**src/rtl/serial_array_reader.sv**
```systemverilog
// Snapshots a flat array on start and streams it out one element per
// valid/ready handshake, reporting the element sum when the scan completes.
module serial_array_reader #(
  parameter int WIDTH = 8,
  parameter int DEPTH = 5,
  parameter int SW    = WIDTH + $clog2(DEPTH)
) (
  input  logic                     clk,
  input  logic                     rst_n,
  input  logic                     start,
  input  logic [DEPTH*WIDTH-1:0]   arr_in,
  output logic                     busy,
  output logic                     out_valid,
  input  logic                     out_ready,
  output logic [WIDTH-1:0]         out_data,
  output logic [$clog2(DEPTH)-1:0] out_index,
  output logic                     out_last,
  output logic                     done,
  output logic [SW-1:0]            sum_out
);

  localparam int IW = $clog2(DEPTH);
  localparam logic [IW-1:0] LAST_IDX = IW'(DEPTH - 1);

  typedef enum logic [1:0] {IDLE, SCAN, DONE} state_t;

  state_t                 state;
  logic [DEPTH*WIDTH-1:0] snapshot;
  logic [SW-1:0]          acc;
  logic [IW-1:0]          next_idx;
  logic [SW-1:0]          acc_next;
  logic                   handshake;

  assign next_idx  = out_index + 1'b1;
  assign acc_next  = acc + SW'(out_data);
  assign handshake = out_valid && out_ready;

  // out_data is preloaded from the snapshot so every output stays registered
  // and holds naturally while the consumer stalls.
  always_ff @(posedge clk or negedge rst_n) begin
    if (!rst_n) begin
      state     <= IDLE;
      snapshot  <= '0;
      acc       <= '0;
      busy      <= 1'b0;
      out_valid <= 1'b0;
      out_data  <= '0;
      out_index <= '0;
      out_last  <= 1'b0;
      done      <= 1'b0;
      sum_out   <= '0;
    end else begin
      case (state)
        IDLE: begin
          done <= 1'b0;
          if (start) begin
            snapshot  <= arr_in;
            acc       <= '0;
            out_index <= '0;
            out_data  <= arr_in[WIDTH-1:0];
            out_last  <= 1'b0;
            out_valid <= 1'b1;
            busy      <= 1'b1;
            state     <= SCAN;
          end
        end
        SCAN: begin
          if (handshake) begin
            acc <= acc_next;
            if (out_index == LAST_IDX) begin
              out_valid <= 1'b0;
              out_last  <= 1'b0;
              done      <= 1'b1;
              sum_out   <= acc_next;
              state     <= DONE;
            end else begin
              out_index <= next_idx;
              out_data  <= snapshot[int'(next_idx)*WIDTH +: WIDTH];
              out_last  <= (next_idx == LAST_IDX);
            end
          end
        end
        DONE: begin
          done  <= 1'b0;
          busy  <= 1'b0;
          state <= IDLE;
        end
        default: state <= IDLE;
      endcase
    end
  end

endmodule

```
**config.mk**
```make
export PLATFORM = sky130hd
export DESIGN_NAME = serial_array_reader
export DESIGN_NICKNAME = d
export VERILOG_FILES = /design/src/rtl/serial_array_reader.sv
export SDC_FILE = /design/constraint.sdc
export NUM_CORES = 1
export LEC_CHECK = 0
export ABC_AREA = 1
export BUFFER_PORTS_ARGS = -buffer_cell sky130_fd_sc_hd__buf_2
export CAP_MARGIN = 5
export CORE_ASPECT_RATIO = 2
export CORE_MARGIN = 10
export CORE_UTILIZATION = 55
export CTS_CLUSTER_DIAMETER = 100
export DETAILED_ROUTE_END_ITERATION = 10
export GPL_TIMING_DRIVEN = 0
export HOLD_SLACK_MARGIN = 0.03
export PLACE_DENSITY_LB_ADDON = 0.08
export SYNTH_ARGS = -nofsm -noshare
export SYNTH_HDL_FRONTEND = slang
export SYNTH_SLANG_ARGS = --single-unit
```
**constraint.sdc**
```tcl
create_clock -name clk -period 2.5 [get_ports clk]
set_input_delay 0.5 -clock clk [delete_from_list [all_inputs] [get_ports clk]]
set_output_delay 0.5 -clock clk [all_outputs]
set_load 0.05 [all_outputs]
```
==> metrics.md <==
| Metric | Value |
|---|---|
| Via density | `5.40` |
| Status | `complete, no violations` |
| First-pass GRT wire length | `about 18 mm` |
| Post-synthesis register bit count | `79` |
| Ys Warns | `0` |
| WL/cell | `16.0 um` |
| Sequential fraction of the synthesis area | `roughly half` |
| Non-Filler Cell Area, Final | `4710 um^2` |
| Nets | `635` |
| Chip height | `140 um` |
| Commonest cells after routing, fill and taps aside | `nand2_1, dfrtp_1, buf_2` |
| CP Cell Sequence | `buf_2, inv_2, buf_2, ha_1, nor2_1, a31oi_1, nand2_1, nand2_1, nand2_1` |
| Max IR drop VDD | `0.896 mV` |
| Crit share post-route | `between 90% and 100%` |
| Grt ovf | `0` |
| DR top layer | `met4` |
| Routed length on met3 | `435 um` |
| Final setup vio count | `0` |
| Storage element area | `~2000 um^2` |
| CP most frequent cell | `nand2_1` |
| Max Cap Viol | `0` |
| Peak Freq | `420 MHz` |
| Pwr Density | `1500 nW/um^2` |
| Top-level port count | `70` |
| Diode count | `0` |
| Post-Synthesis Cells | `499` |
| Total Neg Setup Slack | `0 ns` |
| Clock Skews | `roughly 0.0071 ns` |
| Max incr delay on CP | `roughly 0.45 ns` |
| Largest net degree at the start of global routing | `46` |
| Total number of vias | `3640` |
| Most common cell after layout, fill and taps aside | `nand2_1` |
| Routed WL | `about 11 mm` |
| Critical Path RT | `2.77 ns` |
| Worst setup path category | `flip-flop to flip-flop` |
| Layout cells sized above 1 | `18.7%` |
| Multi-input logic area | `around 1700 um^2` |
| Total core area | `6940 um^2` |
| Die ar. | `11200 um^2` |
| Clk sinks | `79` |
| Area Growth Syn to Fin | `19.5%` |
| Initial Util | `56.8%` |
| WL met2 | `5.94 mm` |
| Slew Limit Headroom | `about 68%` |
| Dpl hpwl | `8.56 mm` |
| Syn avg cell area | `7.89 um^2` |
| RSZ-0062 raised after global routing | `no` |
| Clk Latency, worst-skew pair | `~0.33 ns` |
| Placement-stage cell area | `4420 um^2` |
| Endpoint type of the worst setup path | `flip-flop` |
| Post-CTS setup buffer count | `0` |
| Critical Path Start Type | `flip-flop` |
| Initial DRC Count | `141` |
| Initial antenna violation count | `0` |
| Synthesized cell area | `approximately 3900 um^2` |
| FP Rows | `43` |
| Post-route ant nets | `0` |
| Synth unique cells | `32` |
| Final Max Slew Viols | `0` |
| Vias in the first global route | `roughly 3900` |
| Filler cell count | `636` |
| Placer Congestion | `0.882` |
| DR DRC count | `0` |
| Root buffer cell | `clkbuf_16` |
| Synthesized Nets | `555` |
| Worst Max-Slew Pin Slew | `0.475 ns` |
| Crit path max fanout | `10` |
| Clock buffer depth | `2` |
| Die Wd | `79.8 um` |
| Htree depth | `3` |
| Endpoints failing hold | `0` |
| GRT Util Overall | `20.4%` |
| Number of port buffers | `69` |
| Worst Path Arrival | `2.65 ns` |
| HP Class | `input port to asynchronous set/reset pin` |
| Post-layout minimum cycle time | `2.38 ns` |
| CTS tree | `yes` |
| Slowest cell on the critical path | `ha_1` |
| Leakage power of the design | `2.63 nW` |
| Metal-1 WL | `3.70 mm` |
| Router iterations before antenna repair | `5` |
| Clock-pin slew on the worst setup and hold paths | `0.06 ns` |
| CTS buffer count | `9` |
area by class of cell:
| type | count | share of cell area (%) |
|---|---|---|
| Multi-Input combinational cell | 368 | 36.9 |
| Clock buffer | 10 | 4.87 |
| Inverter | 34 | 2.77 |
| Sequential cell | 79 | 42.0 |
| Tap cell | 90 | 2.39 |
| Buffer | 17 | 1.97 |
| Clock inverter | 6 | 1.30 |
| Timing Repair Buffer | 70 | 7.82 |
Yosys cell counts, drive strengths merged:
| cell type | count | area, um^2 |
|---|---|---|
| xnor2 | 2 | 17.5 |
| a21oi | 12 | 63.8 |
| nand3b | 3 | 22.5 |
| nand3 | 22 | 115 |
| ha | 11 | 138 |
| clkinv | 1 | 3.75 |
| o21ai | 38 | 201 |
| nand4 | 1 | 6.26 |
| buf | 13 | 77.6 |
| inv | 33 | 126 |
| a21boi | 1 | 7.51 |
| o31ai | 3 | 22.5 |
| o22ai | 9 | 56.3 |
| fa | 1 | 20.0 |
| a31oi | 8 | 50.1 |
| nor2 | 31 | 149 |
| nand2 | 225 | 857 |
| dfrtp | 79 | 1980 |
| clkbuf | 5 | 18.8 |
| xor2 | 1 | 8.76 |
critical path: cells and delay by family (launching register included):
kind,cells,cell delay [ns]
AO/OA/AOI/OAI,1,0.23
adder cells (fa/ha/maj),1,0.45
flip-flops,1,0.40
AND/OR/NAND/NOR,4,0.67
buffers and inverters,3,0.54
stage by stage:
stage / utilization (%) / power [W] / std cells / hold WS (ns) / setup WS (ns)
finish: 67.8 / 0.00705 / 674 / 0.115 / 0.122
CTS: 67.9 / 0.00705 / 675 / 0.133 / 0.0751
floorplan: - / 0.00477 / 499 / 0.204 / 0.288
detailed placement: 63.7 / 0.00575 / 659 / 0.460 / 0.0909
global placement: 63.3 / 0.00565 / 658 / 0.459 / 0.137
global route: 67.8 / 0.00760 / 674 / 0.151 / 0.00317
registers in the layout, summed over array words and instances, names as in the netlist:
register / count
snapshot: 40
done: 1
sum_out: 11
busy: 1
state: 2
out_valid: 1
out_index: 3
acc: 11
out_data: 8
out_last: 1
metal layers:
layer,vias up,global-route usage [%]
li1,1760,-
met4,0,15.3
met1,1710,19.4
met2,123,36.8
met5,-,0
met3,47,3.68
kinds of logic after synthesis:
| logic type | after synthesis | synth area share [%] |
|---|---|---|
| simple gates | 282 | 29.2 |
| flops | 79 | 50.2 |
| compound gates | 71 | 10.2 |
| buf+inv | 52 | 5.75 |
| fa+ha+maj | 12 | 4.00 |
| xor+xnor | 3 | 0.667 |
timing repair:
| item | CTS | global route |
|---|---|---|
| gates resized for setup | 0 | 1 |
| setup endpoints to repair | 0 | 8 |
| hold buffers | 0 | 0 |
path summary, 6_finish.rpt:
| check | from | end | slack [ns] | depth (start not counted) |
|---|---|---|---|---|
| worst max-delay path | out_index[0] | out_data[1] | 0.12 | 9 |
| max in group asynchronous | rst_n | snapshot[27] | 1.79 | 2 |
| min in group clk | arr_in[17] | snapshot[17] | 0.36 | 3 |
| worst min-delay path | rst_n | sum_out[0] | 0.11 | 1 |
| worst min register to register | sum_out[4] | sum_out[4] | 0.48 | 2 |
| worst max register to register | out_index[0] | out_data[1] | 0.12 | 9 |
power by group:
part	total [W]	internal (W)	leakage [nW]	switching [W]
clock	0.00128	0.000769	0.142	0.000509
sequential	0.00227	0.00185	0.992	0.000419
combinational	0.00350	0.00107	1.49	0.00243
Note: power is estimated with default switching activity, not from simulation.
